`src/rtl/mux4_rr_arbiter_pkg.sv`:
```
// Shared types and constants for the 4-input round-robin arbiter and its mux.
package mux4_rr_arbiter_pkg;

    localparam int N_REQ = 4;
    localparam int SEL_W = 2;

    typedef enum logic {
        IDLE = 1'b0,
        OWN  = 1'b1
    } state_e;

    function automatic logic [N_REQ-1:0] to_onehot(input logic [SEL_W-1:0] idx);
        logic [N_REQ-1:0] oh;
        oh      = '0;
        oh[idx] = 1'b1;
        return oh;
    endfunction

endpackage

```
`src/rtl/mux4.sv`:
```
// Plain 4:1 single-bit multiplexer steered by a binary select.
module mux4 (
    input  logic       a,
    input  logic       b,
    input  logic       c,
    input  logic       d,
    input  logic [1:0] sel,
    output logic       muxout
);

    always_comb begin
        muxout = a;
        case (sel)
            2'd0: muxout = a;
            2'd1: muxout = b;
            2'd2: muxout = c;
            2'd3: muxout = d;
            default: muxout = a;
        endcase
    end

endmodule

```
`src/rtl/rr_pick4.sv`:
```
// Combinational round-robin pick: first set request after last, wrapping to last itself.
module rr_pick4
    import mux4_rr_arbiter_pkg::*;
(
    input  logic [N_REQ-1:0] req,
    input  logic [SEL_W-1:0] last,
    output logic [SEL_W-1:0] winner,
    output logic             any
);

    always_comb begin
        logic [SEL_W-1:0] idx;
        winner = last;
        any    = |req;
        // Scan farthest-first so the nearest successor of last overwrites.
        for (int j = N_REQ; j >= 1; j--) begin
            idx = last + SEL_W'(j);
            if (req[idx]) begin
                winner = idx;
            end
        end
    end

endmodule

```
`src/rtl/mux4_rr_arbiter.sv`:
```
// Round-robin arbiter with hold-time preemption driving a 4:1 mux select.
module mux4_rr_arbiter
    import mux4_rr_arbiter_pkg::*;
#(
    parameter int HOLD_MAX = 16,
    parameter int CNT_W    = 8
) (
    input  logic             clk,
    input  logic             rst,
    input  logic [N_REQ-1:0] req,
    output logic [N_REQ-1:0] grant,
    output logic [SEL_W-1:0] sel,
    output logic             sel_valid,
    output logic [CNT_W-1:0] hold_cnt,
    output logic             muxout
);

    localparam logic [CNT_W-1:0] HOLD_LAST = CNT_W'(HOLD_MAX - 1);

    state_e           state_q, state_d;
    logic [N_REQ-1:0] grant_q, grant_d;
    logic [SEL_W-1:0] sel_q, sel_d;
    logic [SEL_W-1:0] last_q, last_d;
    logic             valid_q, valid_d;
    logic [CNT_W-1:0] hold_q, hold_d;

    logic [SEL_W-1:0] winner;
    logic             any;
    logic             at_max;
    logic             rivals;
    logic             retain;

    rr_pick4 u_pick (
        .req    (req),
        .last   (last_q),
        .winner (winner),
        .any    (any)
    );

    assign at_max = (hold_q == HOLD_LAST);
    assign rivals = |(req & ~grant_q);
    assign retain = (state_q == OWN) && req[sel_q] && !(at_max && rivals);

    always_comb begin
        state_d = state_q;
        grant_d = grant_q;
        sel_d   = sel_q;
        last_d  = last_q;
        valid_d = valid_q;
        hold_d  = hold_q;
        unique case (1'b1)
            retain: begin
                hold_d = at_max ? '0 : hold_q + CNT_W'(1);
            end
            !retain && any: begin
                state_d = OWN;
                grant_d = to_onehot(winner);
                sel_d   = winner;
                last_d  = winner;
                valid_d = 1'b1;
                hold_d  = '0;
            end
            default: begin
                state_d = IDLE;
                grant_d = '0;
                valid_d = 1'b0;
                hold_d  = '0;
            end
        endcase
    end

    always_ff @(posedge clk) begin
        if (rst) begin
            state_q <= IDLE;
            grant_q <= '0;
            sel_q   <= '0;
            last_q  <= SEL_W'(N_REQ - 1);
            valid_q <= 1'b0;
            hold_q  <= '0;
        end else begin
            state_q <= state_d;
            grant_q <= grant_d;
            sel_q   <= sel_d;
            last_q  <= last_d;
            valid_q <= valid_d;
            hold_q  <= hold_d;
        end
    end

    assign grant     = grant_q;
    assign sel       = sel_q;
    assign sel_valid = valid_q;
    assign hold_cnt  = hold_q;

    mux4 u_mux (
        .a      (req[0]),
        .b      (req[1]),
        .c      (req[2]),
        .d      (req[3]),
        .sel    (sel_q),
        .muxout (muxout)
    );

endmodule

```
`config.mk`:
```
export PLATFORM = sky130hd
export DESIGN_NAME = mux4_rr_arbiter
export DESIGN_NICKNAME = d
export VERILOG_FILES = /design/src/rtl/mux4_rr_arbiter_pkg.sv /design/src/rtl/mux4.sv /design/src/rtl/rr_pick4.sv /design/src/rtl/mux4_rr_arbiter.sv
export SDC_FILE = /design/constraint.sdc
export NUM_CORES = 1
export LEC_CHECK = 0
export ABC_AREA = 1
export CAP_MARGIN = 20
export CORE_MARGIN = 2
export CORE_UTILIZATION = 46
export DETAILED_ROUTE_END_ITERATION = 7
export HOLD_SLACK_MARGIN = 0.08
export PLACE_DENSITY = 0.74
export SLEW_MARGIN = 20
export SYNTH_ARGS = -nofsm -noshare
export SYNTH_HDL_FRONTEND = slang
export SYNTH_SLANG_ARGS = --single-unit
```
`constraint.sdc`:
```
create_clock -name clk -period 1.75 [get_ports clk]
set_input_delay 0.2625 -clock clk [delete_from_list [all_inputs] [get_ports clk]]
set_output_delay 0.2625 -clock clk [all_outputs]
set_load 0.05 [all_outputs]
```
==> impl_metrics.py, run 1 <==
metrics = {
    "run_status": {
        "outcome": "complete, no violations",
    },
    "timing": {
        "slew_viol_final": 0,
        "setup_viol": 0,
        "hold_viol": 0,
        "fin_skew_ps": 4.355,
        "finalCriticalPeriod_ps": 1586,
        "fmax_mhz": 630.4,
        "rsz0062_at_grt": "no",
        "finalCritPeriodShare": 0.9065,
        "tightest_slew_ps": 499.4,
        "max_slew_margin": 0.6665,
        "tns_ps": 0,
    },
    "placed_design": {
        "port_buffers": 21,
        "place_congestion": 0.9181,
        "dp_hpwl_um": 1765,
        "dp.cells": 196,
        "dpl_cell_area_um2": 1272,
    },
    "synth": {
        "async_flop_share": 0,
        "synth_area_um2": 1027,
        "netlist.area_leader.share": 0.3313,
        "ys_warn_count": 0,
        "synthFlopType": "dfxtp_1",
        "synth_nets": 151,
        "synth_edf_count": 0,
        "yosys.area.top_type": "dfxtp_1",
        "avgSynthCellArea_um2": 7.134,
        "ys_types": 26,
        "syn_inst": 144,
        "ys_seq_area_frac": 0.3313,
        "synthTopCellsByArea": "dfxtp_1 (33%), nand2_1 (16%), inv_1 (6.6%), nand2_2 (4.9%), nand3_1 (4.9%)",
        "ys_seq_elements": 17,
    },
    "setup_path": {
        "r2r_cells": 9,
        "cp_data_arrival_time_ps": 1320,
        "critPathLaunchType": "primary input",
        "end_kind": "primary output",
        "required_ps": 1490,
        "cpMostUsedCell": "nand2_1",
        "worst-path-stages": 6,
        "cpLargestDelayFamily": "buffers and inverters",
        "r2r_setup_slack_ps": 210,
        "critPathBufInv": 3,
        "crit_fanout": 5,
        "critPathMaxStageDelay_ps": 560,
        "criticalPathCategory": "in -> out",
        "worst_path_max_delay_cell": "clkdlybuf4s50_1",
        "worstPathCellList": "clkdlybuf4s50_1 > nand2_1 > nand3_1 > nand2_1 > inv_1 > buf_12",
    },
    "global_route": {
        "overflow": 0,
        "grt_pass1_wl_um": 3967,
        "grt_max_degree": 10,
        "antenna_found_initial": 0,
        "grt_pass1_vias": 917,
        "grt_use_total": 0.2002,
    },
    "min_path": {
        "worstHoldPathType": "reg -> reg",
        "hold_depth": 1,
    },
    "clock_network": {
        "clk_latency_ps": 280,
        "numCtsBuffers": 3,
        "cts.sinks": 17,
        "ctsRootBufferMaster": "clkbuf_4",
        "htreeDepth": 1,
        "cts.clk_slew.worst_paths_ps": 90,
        "cts_hold_buf": 0,
        "cts_max_path_buffers": 2,
        "cts_tree": "built",
    },
    "drt": {
        "drt-vias-per-instance": 4.745,
        "firstDrtPassIters": 4,
        "wl_per_cell_um": 11.12,
        "route.detailed.drc": 0,
        "drtIter0Drc": 22,
        "wl_um": 2224,
        "vias": 949,
        "antenna_left": 0,
    },
    "floorplanning": {
        "dieHeight_um": 51.26,
        "die_area_um2": 2627,
        "fp.dieW_um": 51.26,
        "core_area_um2": 2170,
        "start_util": 0.4735,
        "pin_count": 22,
        "fp-row-count": 17,
    },
    "finish": {
        "finalCoreUtilization": 0.6003,
        "nets": 180,
        "area_growth_pct": 26.80,
        "fin_area_um2": 1303,
        "instances_no_fill": 200,
        "drive_gt1_frac": 0.2965,
        "diodes": 0,
    },
    "power": {
        "total_power_mw": 2.068,
        "powerDensity_nw_per_um2": 1588,
        "ir_drop_uv": 986.8,
        "p_leak_nw": 0.6085,
    },
    "run": {
        "cap_violations": 0,
    },
}
==> Yosys cell counts, types with 2 or more instances <==
cell type	instances
nor2_1	12
nor2_4	3
a21oi_1	6
nand2_2	8
o211ai_1	2
nand2_1	43
xor2_1	3
nand4_1	2
nand3_1	10
nand3_4	2
inv_1	18
nand3_2	2
inv_2	3
dfxtp_1	17
a21oi_2	2
==> per-stage QoR <==
step	hold slack [ps]	setup slack, ps
floorplan	414.3	87.31
global placement	426.0	-27.73
detailed placement	431.0	-51.15
CTS	444.8	43.33
global route	470.2	71.62
finish	442.9	163.6
==> report_power, final <==
part	switching, mW	internal, mW
combinational	0.825	0.445
sequential	0.113	0.481
clock	0.117	0.0885
==> registers in the layout (all words and copies together) (netlist names) <==
| register | flops |
|---|---|
| sel | 2 |
| last_q | 2 |
| sel_valid | 1 |
| grant | 4 |
| hold_cnt | 8 |
==> kinds of logic after synthesis <==
logic type	share of synthesized area
compound gates	0.06577
xor+xnor	0.03411
fa+ha+maj	0.01218
buf+inv	0.1023
flops	0.3313
simple gates	0.4543
==> routing by layer <==
| layer | wire length, um | GRT usage |
|---|---|---|
| met5 | 0 | 0 |
| met4 | 23 | 0.06579 |
| met3 | 96 | 0.03801 |
| met2 | 1042 | 0.3398 |
| met1 | 1061 | 0.2545 |
==> path summary, 6_finish.rpt <==
check / startpoint / to
worst max-delay path: req[1] / muxout
worst min-delay path: hold_cnt[0]$_SDFF_PP0_ / hold_cnt[0]$_SDFF_PP0_
worst max register to register: hold_cnt[0]$_SDFF_PP0_ / sel[1]$_SDFFE_PP0P_
worst min register to register: hold_cnt[0]$_SDFF_PP0_ / hold_cnt[0]$_SDFF_PP0_
==> repair_timing <==
action                     CTS  global route
setup buffers                0             0
setup endpoints to repair    0             3
gates resized for setup      0             2
==> layout by cell type, fill, tap and decap left out, types with 5 or more instances in the layout <==
cell / n
buf_4: 19
nand2_2: 8
clkdlybuf4s50_1: 5
a21oi_1: 6
nand3_1: 10
dfxtp_1: 14
nand2_1: 43
inv_1: 18
nor2_1: 12
==> cell type report <==
class | instances | area (um^2)
Tap cell | 28 | 35.03
Multi-Input combinational cell | 103 | 581.8
Clock buffer | 4 | 26.28
Fill cell | 213 | 867.1
Sequential cell | 17 | 344.1
Timing Repair Buffer | 26 | 225.2
Inverter | 22 | 90.09
No activity file was read; power rests on OpenSTA's default activity.
==> run 2, diff against run 1 <==
--- a/config.mk
+++ b/config.mk
@@ -5,14 +5,13 @@
 export SDC_FILE = /design/constraint.sdc
 export NUM_CORES = 1
 export LEC_CHECK = 0
-export ABC_AREA = 1
-export CAP_MARGIN = 20
+export ABC_AREA = 0
 export CORE_MARGIN = 2
 export CORE_UTILIZATION = 46
 export DETAILED_ROUTE_END_ITERATION = 7
 export HOLD_SLACK_MARGIN = 0.08
-export PLACE_DENSITY = 0.74
-export SLEW_MARGIN = 20
+export PLACE_DENSITY = 0.77
+export SLEW_MARGIN = 15
 export SYNTH_ARGS = -nofsm -noshare
 export SYNTH_HDL_FRONTEND = slang
 export SYNTH_SLANG_ARGS = --single-unit
==> impl_metrics.py, run 2 <==
metrics = {
    "floorplanning": {
        "die_area_um2": 2239,
        "core_area_um2": 1745,
        "start_util": 0.4946,
        "pin_count": 22,
        "dieHeight_um": 47.32,
        "fp-row-count": 15,
        "fp.dieW_um": 47.32,
    },
    "power": {
        "ir_drop_uv": 471.6,
        "p_comb_frac": 0.332,
        "powerDensity_nw_per_um2": 803.0,
        "p_leak_nw": 0.5226,
        "p_sw_frac": 0.3474,
        "netSwitchingPower_mw": 0.3399,
        "clockPowerShare": 0.209,
        "intPower_mw": 0.6386,
        "seq_power_share": 0.460,
    },
    "setup_path": {
        "r2r_cells": 5,
        "crit_fanout": 3,
        "criticalPathCategory": "reg -> out",
        "cp_data_arrival_time_ps": 1420,
        "end_kind": "primary output",
        "cpLargestDelayFamily": "buffers and inverters",
        "worstPathCellList": "clkdlybuf4s50_1",
        "required_ps": 1490,
        "worst-path-stages": 1,
        "critPathBufInv": 1,
        "critPathLaunchType": "register",
        "worst_path_max_delay_cell": "clkdlybuf4s50_1",
        "critPathMaxStageDelay_ps": 800,
    },
    "clock_network": {
        "cts_hold_buf": 0,
        "cts.clk_slew.worst_paths_ps": 90,
        "ctsRootBufferMaster": "clkbuf_4",
        "htreeDepth": 1,
        "numCtsBuffers": 3,
        "cts_max_path_buffers": 2,
        "clk_latency_ps": 280,
        "cts.sinks": 17,
        "cts_tree": "built",
    },
    "timing": {
        "fin_skew_ps": 1.665,
        "fin_ws_ps": 64.39,
        "finalCriticalPeriod_ps": 1686,
        "fmax_mhz": 593.3,
        "max_slew_margin": 0.6647,
        "rsz0062_at_grt": "no",
        "setup_viol": 0,
        "finalCritPeriodShare": 0.9632,
        "tightest_slew_ps": 502.1,
        "slew_viol_final": 0,
        "hold_viol": 0,
    },
    "finish": {
        "seq_area_um2": 350.3,
        "largest_reg_flops": 8,
        "fin_area_um2": 1219,
        "drive_gt1_frac": 0.3609,
        "fill_cells": 143,
        "multi_input_area_um2": 505.5,
        "area_growth_pct": 41.16,
        "diodes": 0,
        "layout_common_cells": "buf_4 (27), nor2_1 (15), dfxtp_1 (11)",
        "nets": 141,
        "layout_commonest_cell": "buf_4",
    },
    "synth": {
        "synth_compound_area_frac": 0.1899,
        "avgSynthCellArea_um2": 9.088,
        "synthFlopType": "dfxtp_1",
        "yosysMostFrequentCell": "dfxtp_1",
        "yosys.area_share.xor_xnor": 0.06087,
        "netlist.area_leader.share": 0.3942,
        "synth_nets": 102,
        "ys_warn_count": 0,
        "synth-simple-area-share": 0.2841,
        "ys_types": 34,
        "yosys.area.top_type": "dfxtp_1",
        "syn_inst": 95,
        "synth_area_um2": 863.3,
        "async_flop_share": 0,
        "synthTopCellsByArea": "dfxtp_1 (39%), nor2_1 (6.5%), a21oi_1 (4.6%), nand3_1 (4.1%), xor2_1 (4.1%)",
        "synth_adder_area_share": 0.01449,
        "synth_edf_count": 0,
        "synth_commonest_cells": "dfxtp_1 (17), nor2_1 (15), a21oi_1 (8)",
        "synth_top_family_by_area": "simple AND/OR/NAND/NOR gates",
        "muxShareOfSynthArea": 0.02609,
        "ys_seq_area_frac": 0.3942,
        "ys_seq_elements": 17,
    },
    "global_route": {
        "grt_pass1_vias": 735,
        "overflow": 0,
        "grt_max_degree": 12,
        "grt_pass1_wl_um": 3118,
        "antenna_found_initial": 0,
        "grt_use_total": 0.2008,
    },
    "drt": {
        "wl_per_cell_um": 12.13,
        "vias": 776,
        "route.detailed.drc": 0,
        "firstDrtPassIters": 4,
        "drt-vias-per-instance": 4.911,
        "antenna_left": 0,
        "drtIter0Drc": 12,
        "wl_um": 1916,
    },
    "run_status": {
        "outcome": "complete, no violations",
    },
    "placed_design": {
        "place_congestion": 0.7645,
        "dp_hpwl_um": 1601,
        "dpl_cell_area_um2": 1172,
        "port_buffers": 21,
        "dpl_worst_slack_ps": -235.2,
    },
    "min_path": {
        "worstHoldPathType": "reg -> reg",
        "hold_depth": 1,
    },
    "run": {
        "cap_violations": 0,
    },
}
run 2: changes by cell type after synthesis, sizes merged, moves of 3 or more:
cell / previous run / this run
nand2: 51 / 6
inv: 22 / 3
nand3: 14 / 8
nor2b: 0 / 4
nand2b: 0 / 3
run 2: worst paths after layout:
check	from	end	slack (ps)
hold / removal	hold_cnt[0]$_SDFF_PP0_	hold_cnt[0]$_SDFF_PP0_	440
setup / recovery	hold_cnt[1]$_SDFF_PP0_	hold_cnt[1]	60
setup reg to reg	sel[1]$_SDFFE_PP0P_	sel[0]$_SDFFE_PP0P_	110
hold reg to reg	hold_cnt[0]$_SDFF_PP0_	hold_cnt[0]$_SDFF_PP0_	440
run 2: cells by family (layout without fill, tap and decap cells):
| family | Yosys count | after routing |
|---|---|---|
| xor gates and xnor gates | 6 | 6 |
| buffers and inverters | 5 | 43 |
| AOI/OAI and AO/OA | 20 | 20 |
| DFF | 17 | 17 |
| and+or+nand+nor | 45 | 45 |
| adders and majority gates | 1 | 1 |
| muxes | 1 | 1 |
run 2: timing repair:
| action | in CTS | in global routing |
|---|---|---|
| resized for setup | 5 | 3 |
| pin swaps | 0 | 2 |
| setup endpoints to repair | 1 | 11 |
| buffers inserted | 1 | 1 |
run 2: per-stage QoR:
step / hold WS [ps] / util / instances / TNS [ps] / power (mW)
5_1_grt: 467.7 / 0.6982 / 158 / 0 / 1.039
4_1_cts: 440.8 / 0.6903 / 158 / 0 / 0.9893
3_3_place_gp: 415.9 / 0.6717 / 153 / -2238 / 0.7698
2_1_floorplan: 392.8 / - / 95 / -9.720 / 0.6685
3_5_place_dp: 427.5 / 0.6717 / 153 / -2924 / 0.7752
6_report: 440.7 / 0.6982 / 158 / 0 / 0.9785
run 2: routing by layer:
| layer | vias up | GRT usage | part of all wire |
|---|---|---|---|
| met1 | 352 | 0.2512 | 0.46 |
| met3 | 2 | 0.03462 | 0.033 |
| met5 | - | 0 | 0 |
| met2 | 14 | 0.3459 | 0.51 |
| li1 | 408 | - | - |
| met4 | 0 | 0.06667 | 0.0031 |
run 2: power by group through the flow:
stage / clock (mW) / combinational, mW / sequential (mW)
2_1_floorplan: 0 / 0.145 / 0.523
3_3_place_gp: 0 / 0.312 / 0.458
3_5_place_dp: 0 / 0.318 / 0.458
4_1_cts: 0.215 / 0.325 / 0.449
5_1_grt: 0.236 / 0.348 / 0.455
6_report: 0.204 / 0.324 / 0.450
run 2: area by class of cell:
cell class	count	area share
Multi-Input combinational cell	73	0.4148
Sequential cell	17	0.2875
Timing Repair Buffer	36	0.2413
Tap cell	25	0.02567
Clock buffer	4	0.02156
Inverter	3	0.009240
run 2: worst register-to-register path, cell delays in order, from the launching register on:
cell and delay (ps):
dfxtp_4 370, mux4_2 550, buf_4 170, o211ai_4 140
a21oi_2 110, a211oi_2 230
==> run 3, diff against run 2 <==
--- a/config.mk
+++ b/config.mk
@@ -7,10 +7,10 @@
 export LEC_CHECK = 0
 export ABC_AREA = 0
 export CORE_MARGIN = 2
-export CORE_UTILIZATION = 46
+export CORE_UTILIZATION = 30
 export DETAILED_ROUTE_END_ITERATION = 7
 export HOLD_SLACK_MARGIN = 0.08
-export PLACE_DENSITY = 0.77
+export PLACE_DENSITY = 0.54
 export SLEW_MARGIN = 15
 export SYNTH_ARGS = -nofsm -noshare
 export SYNTH_HDL_FRONTEND = slang
==> impl_metrics.py, run 3 (same netlist as run 2, synthesis figures left out) <==
metrics = {
    "placed_design": {
        "port_buffers": 21,
        "dpl_worst_slack_ps": -225.2,
        "dp_hpwl_um": 1595,
        "dpl_cell_area_um2": 1172,
        "place_congestion": 0.7428,
    },
    "setup_path": {
        "cp_data_arrival_time_ps": 1400,
        "critPathLaunchType": "register",
        "rr_startpoint": "sel[1]$_SDFFE_PP0P_",
        "critPathCapture": "muxout",
        "startpoint": "sel[1]$_SDFFE_PP0P_",
        "crit_fanout": 3,
        "r2r_setup_slack_ps": 100,
        "r2r-end": "last_q[1]$_SDFFE_PP1P_",
        "r2r_cells": 5,
        "worst_path_max_delay_cell": "mux4_2",
        "critPathMaxStageDelay_ps": 550,
        "required_ps": 1490,
        "end_kind": "primary output",
        "worstPathCellList": "mux4_2 > buf_6",
        "criticalPathCategory": "reg -> out",
    },
    "drt": {
        "wl_met2_um": 1051,
        "route.detailed.drc": 0,
        "wl_um": 2178,
        "antenna_left": 0,
        "wl_per_cell_um": 13.20,
        "top_layer": "met4",
        "met1_length_um": 981,
        "drtIter0Drc": 37,
        "vias": 829,
        "wl_met3_um": 113,
        "firstDrtPassIters": 4,
        "drt-vias-per-instance": 5.024,
    },
    "run_status": {
        "outcome": "complete, no violations",
    },
    "timing": {
        "rsz0062_at_grt": "no",
        "fin_skew_ps": 5.301,
        "finalCriticalPeriod_ps": 1659,
        "fmax_mhz": 602.9,
        "setup_viol": 0,
        "max_slew_margin": 0.7074,
        "fin_ws_ps": 91.29,
        "slew_viol_final": 0,
        "hold_viol": 0,
        "tightest_slew_ps": 434.9,
        "finalCritPeriodShare": 0.9478,
    },
    "finish": {
        "nets": 142,
        "fin_area_um2": 1232,
        "layout_common_cells": "buf_4 (31), nor2_1 (15), dfxtp_1 (11)",
        "drive_gt1_frac": 0.3955,
        "largest_reg_flops": 8,
        "area_growth_pct": 42.75,
        "fill_cells": 265,
        "diodes": 0,
        "layout_commonest_cell": "buf_4",
    },
    "global_route": {
        "antenna_found_initial": 0,
        "grt_max_degree": 12,
        "grt_pass1_vias": 750,
        "grt_use_total": 0.1418,
        "overflow": 0,
        "grt_pass1_wl_um": 3546,
    },
    "clock_network": {
        "cts_hold_buf": 0,
        "cts_max_path_buffers": 2,
        "numCtsBuffers": 3,
        "ctsRootBufferMaster": "clkbuf_4",
        "clk_latency_ps": 290,
        "cts_tree": "built",
        "cts.sinks": 17,
        "htreeDepth": 1,
        "cts.clk_slew.worst_paths_ps": 110,
    },
    "floorplanning": {
        "pin_count": 22,
        "fp.dieW_um": 57.65,
        "die_area_um2": 3323,
        "dieHeight_um": 57.65,
        "core_area_um2": 2734,
        "fp-row-count": 19,
        "start_util": 0.3158,
    },
    "min_path": {
        "worstHoldPathType": "reg -> reg",
        "min_from": "hold_cnt[0]$_SDFF_PP0_",
    },
    "power": {
        "total_power_mw": 1.006,
        "ir_drop_uv": 530.5,
        "p_leak_nw": 0.5232,
        "powerDensity_nw_per_um2": 816.4,
    },
    "run": {
        "cap_violations": 0,
    },
}
-- run 3: cell types whose count changed in the layout (fill, tap and decap cells not counted) --
| cell | previous run | this run |
|---|---|---|
| clkinv_2 | 0 | 1 |
| dlygate4sd2_1 | 4 | 3 |
| and2_2 | 1 | 0 |
| buf_4 | 27 | 31 |
| nand2b_2 | 1 | 0 |
| clkbuf_1 | 1 | 0 |
| and2_4 | 0 | 1 |
| dlymetal6s2s_1 | 2 | 1 |
| nand2b_4 | 0 | 1 |
| clkdlybuf4s50_1 | 2 | 1 |
-- run 3: stage by stage --
step	cells	setup TNS [ps]	hold WS, ps	util
after floorplan	95	-9.720	392.8	-
after global placement	159	-2518	418.3	0.4288
after detailed placement	159	-3109	421.6	0.4288
after CTS	164	-38.95	437.4	0.4430
after global routing	165	0	447.3	0.4508
final	165	0	433.2	0.4508
-- run 3: area by class of cell --
| type | instances | area (um^2) | area share |
|---|---|---|---|
| Clock buffer | 3 | 22.52 | 0.01827 |
| Sequential cell | 17 | 350.3 | 0.2843 |
| Inverter | 3 | 11.26 | 0.009137 |
| Tap cell | 31 | 38.79 | 0.03147 |
| Multi-Input combinational cell | 73 | 511.7 | 0.4152 |
| Clock inverter | 1 | 5.005 | 0.004061 |
| Timing Repair Buffer | 37 | 292.8 | 0.2376 |
-- run 3: timing repair --
action,CTS,global route
pin swaps,0,1
endpoints found under the setup margin,2,9
gates cloned,0,0
gates resized for setup,5,4
buffers inserted,1,2
-- run 3: where the power goes --
part	internal, mW	switching (mW)
sequential	0.419	0.0314
combinational	0.138	0.200
clock	0.0850	0.133
-- run 3: how the worst min path moves through the flow --
stage / cells past startpoint / endpoint
after global routing: 1 / hold_cnt[0]$_SDFF_PP0_
after detailed placement: 1 / hold_cnt[0]$_SDFF_PP0_
after floorplan: 2 / sel_valid$_SDFFE_PP0P_
final: 1 / hold_cnt[0]$_SDFF_PP0_
after global placement: 1 / hold_cnt[0]$_SDFF_PP0_
after CTS: 1 / hold_cnt[0]$_SDFF_PP0_
-- run 3: worst max-delay path, delay by kind of cell (launching register included) --
| family | cells | cell delay, ps |
|---|---|---|
| flops | 1 | 370 |
| mux | 1 | 550 |
| buf+inv | 1 | 180 |
-- run 3: metal layers --
layer,up-vias,global-route usage
met4,0,0.04983
met5,-,0
met3,4,0.03571
met1,387,0.1816
met2,25,0.2321
li1,413,-
